## config.mk

```make
export PLATFORM = sky130hd
export DESIGN_NAME = sobel_window_ctrl_flat
export DESIGN_NICKNAME = d
export VERILOG_FILES = /design/src/rtl/sobel_window_if.sv /design/src/rtl/sobel_window_ctrl.sv /design/src/flat_wrapper.sv
export SDC_FILE = /design/constraint.sdc
export NUM_CORES = 1
export LEC_CHECK = 0
export CAP_MARGIN = 20
export CORE_ASPECT_RATIO = 0.8
export CORE_MARGIN = 4
export CORE_UTILIZATION = 55
export CTS_CLUSTER_DIAMETER = 40
export DETAILED_ROUTE_END_ITERATION = 6
export GPL_ROUTABILITY_DRIVEN = 0
export PLACE_DENSITY = 0.71
export RECOVER_POWER = 100
export SLEW_MARGIN = 5
export SYNTH_ARGS = -nofsm -noshare
export SYNTH_HDL_FRONTEND = slang
export SYNTH_SLANG_ARGS = --single-unit
```

## constraint.sdc

```tcl
create_clock -name clk_i -period 11.9 [get_ports clk_i]
set_input_delay 2.38 -clock clk_i [delete_from_list [all_inputs] [get_ports clk_i]]
set_output_delay 2.38 -clock clk_i [all_outputs]
set_load 0.05 [all_outputs]
```

## src/rtl/sobel_window_if.sv

```systemverilog
// sobel_window_if: pixel input stream and result output stream of the Sobel window controller
interface sobel_window_if;
  logic        pix_valid_i;
  logic        pix_ready_o;
  logic [7:0]  pix_i;
  logic        res_valid_o;
  logic        res_ready_i;
  logic [15:0] res_mag_o;
  logic        res_edge_o;
  logic        res_last_o;
  modport master (
    input  pix_valid_i, pix_i, res_ready_i,
    output pix_ready_o, res_valid_o, res_mag_o, res_edge_o, res_last_o
  );
  modport slave (
    output pix_valid_i, pix_i, res_ready_i,
    input  pix_ready_o, res_valid_o, res_mag_o, res_edge_o, res_last_o
  );
endinterface

```

## src/rtl/sobel_window_ctrl.sv

```systemverilog
// sobel_window_ctrl: streams a raster image through line buffers and a 3x3 window into the Sobel datapath
module edge_detection_module #(
  parameter int THRESHOLD = 100
) (
  input  logic signed [7:0] p00, p01, p02, p10, p12, p20, p21, p22,
  input  logic              use_threshold,
  output logic [15:0]       mag_o,
  output logic              edge_o
);
  function automatic logic signed [11:0] sx(input logic signed [7:0] v);
    return 12'(v);
  endfunction
  logic signed [11:0] gx, gy;
  logic [11:0] ax, ay;
  assign gx = sx(p02) + (sx(p12) <<< 1) + sx(p22) - sx(p00) - (sx(p10) <<< 1) - sx(p20);
  assign gy = sx(p20) + (sx(p21) <<< 1) + sx(p22) - sx(p00) - (sx(p01) <<< 1) - sx(p02);
  assign ax = gx[11] ? 12'(-gx) : 12'(gx);
  assign ay = gy[11] ? 12'(-gy) : 12'(gy);
  assign mag_o = 16'(ax) + 16'(ay);
  assign edge_o = use_threshold && (int'(mag_o) > THRESHOLD);
endmodule

module sobel_window_ctrl #(
  parameter int IMG_WIDTH  = 64,
  parameter int IMG_HEIGHT = 64,
  parameter int THRESHOLD  = 100
) (
  input  logic clk_i,
  input  logic rst_i,
  input  logic start_i,
  input  logic use_threshold_i,
  output logic busy_o,
  output logic done_o,
  sobel_window_if.master s
);
  localparam int CW = $clog2(IMG_WIDTH);
  localparam int RW = $clog2(IMG_HEIGHT);
  typedef enum logic [1:0] {IDLE, FILL, RUN, DONE} state_t;
  state_t state, state_n;
  logic [CW-1:0] col;
  logic [RW-1:0] row;
  logic use_th;
  logic [7:0] line_a [IMG_WIDTH];
  logic [7:0] line_b [IMG_WIDTH];
  logic [7:0] win [3][2];
  logic [7:0] a_col, b_col;
  logic accept, emit, res_fire, eol, eof;
  logic [15:0] mag;
  logic edge_f;
  assign a_col    = line_a[col];
  assign b_col    = line_b[col];
  assign accept   = s.pix_valid_i && s.pix_ready_o;
  assign res_fire = s.res_valid_o && s.res_ready_i;
  assign eol      = col == CW'(IMG_WIDTH - 1);
  assign eof      = eol && row == RW'(IMG_HEIGHT - 1);
  assign emit     = accept && row >= RW'(2) && col >= CW'(2);
  edge_detection_module #(.THRESHOLD(THRESHOLD)) u_dp (
    .p00(win[0][0]), .p01(win[0][1]), .p02(b_col),
    .p10(win[1][0]),                  .p12(a_col),
    .p20(win[2][0]), .p21(win[2][1]), .p22(s.pix_i),
    .use_threshold(use_th),
    .mag_o(mag),
    .edge_o(edge_f)
  );
  // next state, input ready and status flags; ready also drops once the frame's final result is pending
  always_comb begin
    state_n = state == IDLE ? (start_i ? FILL : IDLE)
            : state == FILL ? (accept && eol && row == RW'(1) ? RUN : FILL)
            : state == RUN  ? (res_fire && s.res_last_o ? DONE : RUN)
            : IDLE;
    s.pix_ready_o = (state == FILL || state == RUN) && (!s.res_valid_o || s.res_ready_i)
                  && !(s.res_valid_o && s.res_last_o);
    busy_o = state != IDLE;
    done_o = state == DONE;
  end
  // state register
  always_ff @(posedge clk_i) begin
    if (rst_i) state <= IDLE;
    else state <= state_n;
  end
  // raster counters and latched threshold enable
  always_ff @(posedge clk_i) begin
    if (rst_i) begin
      col    <= '0;
      row    <= '0;
      use_th <= 1'b0;
    end else if (state == IDLE && start_i) begin
      col    <= '0;
      row    <= '0;
      use_th <= use_threshold_i;
    end else if (accept) begin
      col <= eol ? '0 : col + 1'b1;
      row <= eol ? (row == RW'(IMG_HEIGHT - 1) ? '0 : row + 1'b1) : row;
    end
  end
  // single result register; a new load wins over clearing on acceptance
  always_ff @(posedge clk_i) begin
    if (rst_i) begin
      s.res_valid_o <= 1'b0;
      s.res_mag_o   <= '0;
      s.res_edge_o  <= 1'b0;
      s.res_last_o  <= 1'b0;
    end else if (emit) begin
      s.res_valid_o <= 1'b1;
      s.res_mag_o   <= mag;
      s.res_edge_o  <= edge_f;
      s.res_last_o  <= eof;
    end else if (res_fire) begin
      s.res_valid_o <= 1'b0;
    end
  end
  // line buffers and the two stored window columns; the right column is the live {B, A, pixel}
  always_ff @(posedge clk_i) begin
    if (accept) begin
      line_b[col] <= a_col;
      line_a[col] <= s.pix_i;
      win[0][0]   <= win[0][1];
      win[0][1]   <= b_col;
      win[1][0]   <= win[1][1];
      win[1][1]   <= a_col;
      win[2][0]   <= win[2][1];
      win[2][1]   <= s.pix_i;
    end
  end
endmodule

```

## src/flat_wrapper.sv

```systemverilog
// flat-port wrapper written by rule: the top's interface ports become plain ports
module sobel_window_ctrl_flat 
#(
  parameter int IMG_WIDTH  = 64,
  parameter int IMG_HEIGHT = 64,
  parameter int THRESHOLD  = 100
)
  (clk_i, rst_i, start_i, use_threshold_i, busy_o, done_o, s_pix_valid_i, s_pix_i, s_res_ready_i, s_pix_ready_o, s_res_valid_o, s_res_mag_o, s_res_edge_o, s_res_last_o);
  sobel_window_if s_i ();
  input  logic clk_i;
  input  logic rst_i;
  input  logic start_i;
  input  logic use_threshold_i;
  output logic busy_o;
  output logic done_o;
  input wire logic [$bits(s_i.pix_valid_i)-1:0] s_pix_valid_i;
  input wire logic [$bits(s_i.pix_i)-1:0] s_pix_i;
  input wire logic [$bits(s_i.res_ready_i)-1:0] s_res_ready_i;
  output wire logic [$bits(s_i.pix_ready_o)-1:0] s_pix_ready_o;
  output wire logic [$bits(s_i.res_valid_o)-1:0] s_res_valid_o;
  output wire logic [$bits(s_i.res_mag_o)-1:0] s_res_mag_o;
  output wire logic [$bits(s_i.res_edge_o)-1:0] s_res_edge_o;
  output wire logic [$bits(s_i.res_last_o)-1:0] s_res_last_o;
  assign s_i.pix_valid_i = s_pix_valid_i;
  assign s_i.pix_i = s_pix_i;
  assign s_i.res_ready_i = s_res_ready_i;
  assign s_pix_ready_o = s_i.pix_ready_o;
  assign s_res_valid_o = s_i.res_valid_o;
  assign s_res_mag_o = s_i.res_mag_o;
  assign s_res_edge_o = s_i.res_edge_o;
  assign s_res_last_o = s_i.res_last_o;
  sobel_window_ctrl #(.IMG_WIDTH(IMG_WIDTH), .IMG_HEIGHT(IMG_HEIGHT), .THRESHOLD(THRESHOLD)) u_core (.clk_i(clk_i), .rst_i(rst_i), .start_i(start_i), .use_threshold_i(use_threshold_i), .busy_o(busy_o), .done_o(done_o), .s(s_i));
endmodule
```

# [Yosys cells after proc, flatten, opt, wreduce, memory -nomap -nowiden]
# Memories as Yosys holds them, arrays and structs flattened. A register that Yosys moved wholly into a read port is not among the register bits.
# Index checks and enable logic that the tools add are counted.
[word_totals] wordCells=75 memories=3 ramBits=1072 output_inout_bits=22 ff_bits=34
[memory_table] name="u_core.line_a" depth=64 width=8 rd=1 rd_ports_with_merged_regs=1 wr=1 line_no="sobel_window_ctrl.sv:43" rtl="logic [7:0] line_a [IMG_WIDTH];"
[memory_table] name="u_core.line_b" depth=64 width=8 rd=1 rd_ports_with_merged_regs=1 wr=1 line_no="sobel_window_ctrl.sv:44" rtl="logic [7:0] line_b [IMG_WIDTH];"
[memory_table] name="u_core.win" depth=3 width=16 rd=3 rd_ports_with_merged_regs=0 wr=3 line_no="sobel_window_ctrl.sv:45" rtl="logic [7:0] win [3][2];"
[classes] addsub=15 muxes=18 n_eq_ne=6 magnitude_cmp=3 reduce_logical=22
[op_table] op="$mux 6" count=6
[op_table] op="$mux 12" count=2
[op_table] op="$neg 12->12" count=2
[op_table] op="$sub 11x8->12" count=2
[op_table] op="$sub 12x8->12" count=2
[op_table] op="$sub 12x9->12" count=2
[op_table] op="$add 10x8->11" count=2
[op_table] op="$add 8x9->10" count=2
[op_table] op="$gt 16x7->1 const B" count=1
[op_table] op="$add 12x12->13" count=1
[op_table] op="$logic_and 1x1->1" count=13
[op_table] op="$add 6x1->6 const B" count=2
[op_table] op="$eq 6x6->1 const B" count=2
[op_table] op="$ge 6x2->1 const B" count=2
[op_table] op="$mux 2" count=4
[op_table] op="$eq 6x1->1 const B" count=1
[op_table] op="$mux 1" count=6
[op_table] op="$eq 2x2->1 const B" count=2
[op_table] op="$reduce_bool 2->1" count=2
[op_table] op="$eq 2x1->1 const B" count=1
[op_table] op="$logic_not 1->1" count=2
[op_table] op="$logic_not 2->1" count=1
[op_table] op="$logic_or 1x1->1" count=2
[op_table] op="$reduce_and 2->1" count=1
[op_table] op="$reduce_or 2->1" count=1

# [Longest topological paths before layout]
# An unclocked memory read counts as a cell.
[logic_depth] depth_word=11 depth_mapped=31 depth_no_buf=27

# [Hierarchy]
# Synthesis repeated with hierarchy kept, for this count alone.
[unflattened] hier_cells=2577 area_unflattened_um2=46666.0
[by_module_without_submodules] mod="sobel_window_ctrl" n_inst=1 area_each_um2=42662.2 cells_each=2087 seq_area_each_um2=32991.6
[by_module_without_submodules] mod="edge_detection_module" n_inst=1 area_each_um2=4003.8 cells_each=490 seq_area_each_um2=0.0

# [Least setup slack after synthesis]
# Ideal clock, no wire load.
[synth_path] kind="register -> register" from="register with a tool-made name" to="register u_core.s.res_edge_o" path_stages_with_launch=29 period_less_slack_ns=8.155 setup_time_ns=0.115 arrival_ns=8.041 slack_ns=3.745 cell_sequence="dfxtp_1 buf_2 buf_1 mux4_2 mux4_2 mux4_2 inv_2 fa_1 inv_1 fa_1 inv_1 fa_1 inv_1 ha_1 fa_1 a21o_1 a2111oi_2 o221ai_1 a21oi_1 xnor2_1 clkbuf_1 o21ai_0 fa_1 a211oi_1 nor2_1 xor2_1 o311a_1 or4_1 o21a_1"
[synth_lines] element="end signal: assignment" line_no="sobel_window_ctrl.sv:106" rtl="s.res_edge_o <= edge_f;"
[synth_lines] element="end: declaration" line_no="sobel_window_if.sv:13" rtl="output pix_ready_o, res_valid_o, res_mag_o, res_edge_o, res_last_o"

# [Worst setup path after layout]
[layout_path] from="input port s_pix_i[5]" to="register u_core.s.res_edge_o"
[layout_between] elab_chain_len=9 word_cells_on_any_way=15 classes_between="add/sub (11); order compare (1); mux (2); reduce/logical (1)"
[layout_rtl] element="start: declaration" line_no="flat_wrapper.sv:17" rtl="input wire logic [$bits(s_i.pix_i)-1:0] s_pix_i;"
[layout_rtl] element="$add 10x8->11 (on tied branches)" line_no="sobel_window_ctrl.sv:15, sobel_window_ctrl.sv:16"
[layout_rtl] element="$sub 11x8->12 (on tied branches)" line_no="sobel_window_ctrl.sv:15, sobel_window_ctrl.sv:16"
[layout_rtl] element="$sub 12x9->12 (on tied branches)" line_no="sobel_window_ctrl.sv:15, sobel_window_ctrl.sv:16"
[layout_rtl] element="$sub 12x8->12 (on tied branches)" line_no="sobel_window_ctrl.sv:15, sobel_window_ctrl.sv:16"
[layout_rtl] element="$neg 12->12 (on tied branches)" line_no="sobel_window_ctrl.sv:17, sobel_window_ctrl.sv:18"
[layout_rtl] element="$mux 12 (on tied branches)" line_no="sobel_window_ctrl.sv:17, sobel_window_ctrl.sv:18"
[layout_rtl] element="$add 12x12->13 (*)" line_no="sobel_window_ctrl.sv:19" rtl="assign mag_o = 16'(ax) + 16'(ay);"
[layout_rtl] element="$gt 16x7->1 (*)" line_no="sobel_window_ctrl.sv:20" rtl="assign edge_o = use_threshold && (int'(mag_o) > THRESHOLD);"
[layout_rtl] element="$logic_and 1x1->1 (*)" line_no="sobel_window_ctrl.sv:20"
# Mark *: on every way between the ends. The rest lies on a longest branch, timed or not.
# A chain may end at the register's enable or synchronous reset.

==> results by group <==
Cells and area
  • Final nets: 2,479
  • Final Cell Area: 51,400 µm²
  • Synth-to-layout area growth: 12.4%
  • Fillers: 5,611
  • Multi-input gate area: 11,900 µm²
  • Share of post-route cells with drive strength above 1: 23.1%
  • FF/Latch Area: 32,900 µm²

Global route
  • Pin count of the biggest net entering global routing: 76
  • Vias in the first global route: 22,600
  • Initial antenna violation count: 9
  • GRT Overall Usage: 24.4%
  • Total grt overflow: 0
  • Global-route wire length before repair: 155 mm

STA
  • Rel. slew slack: -130%
  • Clock Skews: 0.0323 ns
  • Endpoints failing hold: 0
  • Period minus WS final: 10.34 ns
  • Final Cycle Share: 86.9%
  • Final Max Tran Viols: 1,035
  • Fin worst setup slack: 1.56 ns
  • F_max: 96.7 MHz
  • RSZ-0062 raised after global routing: no
  • Setup TNS: 0 ns
  • Worst slew pin tran: 3.46 ns
  • Final setup fails: 0
  • Hold_ws: 0.418 ns

CTS
  • Post-CTS Hold Buffers: 0
  • PostCTS Resize Cnt: 0
  • Root Buffer: clkbuf_16
  • Setup Buffers After CTS: 0
  • Worst skew pair latency: 0.69 ns
  • Clk buf depth: 3
  • CTS tree: yes
  • CTS buffer count: 118
  • H-tree levels: 3
  • # clock sinks: 1,109
  • CTS clk-pin slew, worst paths: 0.06 ns

Worst setup path
  • Crit path cell chain: clkbuf_1 -> clkbuf_1 -> inv_1 -> fa_1 -> fa_1 -> fa_1 -> inv_1 -> ha_1 -> a21o_1 -> a21oi_1 -> a21oi_1 -> or3_1 -> and3_1 -> nand2_1 -> o21ai_0 -> fa_1 -> a211oi_1 -> nor2_1 -> xor2_1 -> o311a_1 -> or4_1 -> o21a_1
  • Critical path origin: s_pix_i[5]
  • Bufs and invs on worst path: 4
  • CP top delay family: buffers and inverters
  • Crit Path Max Fanout: 44
  • Most used cell, CP: fa_1
  • CP peak stage delay: 1.65 ns
  • Worst setup path class: input port to flip-flop
  • Worst setup EP type: flip-flop
  • Worst Path Arrival: 10.90 ns
  • CP required: 12.46 ns
  • CP max-delay cell: clkbuf_1
  • CP Launch Type: input port

Power
  • Net Sw Frac: 32.8%
  • Switching power: 3.99 mW
  • Static leakage: 16.1 nW
  • Comb pwr share: 34.3%
  • Pwr/cell area: 237 nW/µm²
  • Power Internal: 8.18 mW
  • Peak VDD IR: 508 µV
  • Clock share of power: 29.9%
  • Flop pwr share: 35.8%

Drt
  • Initial DRC Count: 2,776
  • Detail Route Antenna Nets: 0
  • First-pass iteration count of the detailed router: 5
  • DR vias/cell: 6.26
  • DRT Wirelength: 104 mm
  • Via count: 22,200
  • Drt wl/cell: 29.4 µm
  • DRC viols: 0

Run status
  • Outcome: complete, but fails checks
  • Failing checks: max-capacitance violations, max-slew violations

Placement
  • Port bufs: 32
  • Placed inst area: 47,800 µm²
  • Placed wire-length estimate: 59.6 mm
  • Dpl ws: 2.46 ns

Floorplan
  • IO Pins: 36
  • Core Box Area: 82,300 µm²
  • Die ar.: 87,900 µm²
  • Initial core utilization: 55.6%
  • Die Span Y: 266 µm
  • Rows: 94
  • Die width: 330 µm

Logic synthesis
  • Synth Instances: 2,190
  • Synth top area share: 70.4%
  • Syn_area_per_cell: 20.9 µm²
  • Asr flop ratio synth: 0%
  • Synth Warn #: 0
  • Yosys cell types: 55
  • Post-synthesis sequential area ratio: 72.0%
  • Synth Flop Type: edfxtp_1
  • Top cells by count, synth: 1,072 x edfxtp_1, 336 x mux4_2, 115 x inv_1
  • Synth area leader: edfxtp_1
  • Synth Register Bits: 1,109
  • Count leader, synth: edfxtp_1
  • Mapped cell area: 45,700 µm²
  • Top post-synthesis cells by area: edfxtp_1 70%, mux4_2 17%, fa_1 3.2%
  • Post-synth EDFFs: 1,072

Job
  • Total of max-cap violations: 23

Worst hold path
  • Worst Hold Class: flip-flop to flip-flop
  • Hold_sp: u_core.win[1][3]
-- power groups by stage --
stage / registers [mW] / logic (mW) / clock network [mW]
after floorplan: 4.42 / 3.30 / 0
after global placement: 4.43 / 4.03 / 0
after detailed placement: 4.43 / 4.13 / 0
after CTS: 4.34 / 4.16 / 3.69
after global routing: 4.36 / 4.68 / 3.88
final: 4.36 / 4.17 / 3.64
-- registers in the layout (all words and copies together) (netlist names), 2 cells and up, named ones only --
signal and count:
u_core.win 48, u_core.line_a 512, u_core.state 2, u_core.s.res_mag_o 13, u_core.row 6, u_core.col 6
u_core.line_b 512
-- placed cells by master (no fill, tap or decap), types with 33 or more instances in the layout --
cell type and instances:
fa_1 73, dfxtp_1 33, clkbuf_16 120, a21oi_1 33, ha_1 49, edfxtp_1 1072
nor2_1 110, inv_1 115, nand2_1 37, mux4_2 336, clkbuf_1 105
-- final timing paths --
path / slack (ns) / depth (start not counted) / to
worst max register to register: 2.31 / 25 / u_core.s.res_edge_o
worst min register to register: 0.42 / 0 / u_core.win[1][11]
worst max-delay path: 1.56 / 22 / u_core.s.res_edge_o
worst min-delay path: 0.42 / 0 / u_core.win[1][11]
-- metal layers --
metal / GRT usage (%) / routed length, µm / vias to the layer above
met5: 0 / 44 / -
met4: 6.01 / 2400 / 6
met1: 36.4 / 42100 / 11700
met3: 4.96 / 9890 / 161
met2: 37.9 / 49800 / 1126
li1: - / - / 9195
-- through the flow --
step / std cells / utilization [%] / total power, mW
CTS: 3549 / 62.8 / 12.2
detailed placement: 3327 / 58.1 / 8.56
global placement: 3327 / 58.1 / 8.46
finish: 3551 / 62.4 / 12.2
global route: 3549 / 62.4 / 12.9
floorplan: 2192 / - / 7.72
-- worst reg2reg max path, cell delays in order, from the launching register on --
cell,delay (ns)
dfxtp_4,1.01
buf_4,0.65
clkbuf_1,0.58
mux4_2,0.42
mux4_2,0.60
mux4_2,0.62
inv_2,0.10
fa_1,0.44
fa_1,0.46
fa_1,0.52
inv_1,0.04
ha_1,0.35
a21o_1,0.18
a21oi_1,0.21
a21oi_1,0.15
or3_1,0.41
and3_1,0.22
nand2_1,0.07
o21ai_0,0.17
fa_1,0.46
a211oi_1,0.48
nor2_1,0.12
xor2_1,0.17
o311a_1,0.36
or4_1,0.50
o21a_1,0.18
-- kinds of logic (layout without fill, tap and decap cells) --
logic type	Yosys count	count (layout)	synth area share, %
compound gates	98	98	1.38
other cells	1	5	0.00820
simple gates	249	249	2.57
xor+xnor	50	50	0.957
buf+inv	225	478	2.00
fa+ha+maj	122	122	4.54
flops	1109	1109	72.0
mux	336	336	16.5
-- final cells by class --
| cell class | count | share of cell area (%) |
|---|---|---|
| multi-input cells | 858 | 23.2 |
| clock buffers | 139 | 5.98 |
| repair buffers | 127 | 1.48 |
| flip-flops and latches | 1109 | 64.1 |
| well taps | 1104 | 2.69 |
| inverters | 129 | 0.942 |
| clock inverters | 83 | 1.61 |
| diodes | 2 | 0.00974 |
Note: power is estimated with default switching activity, not from simulation.
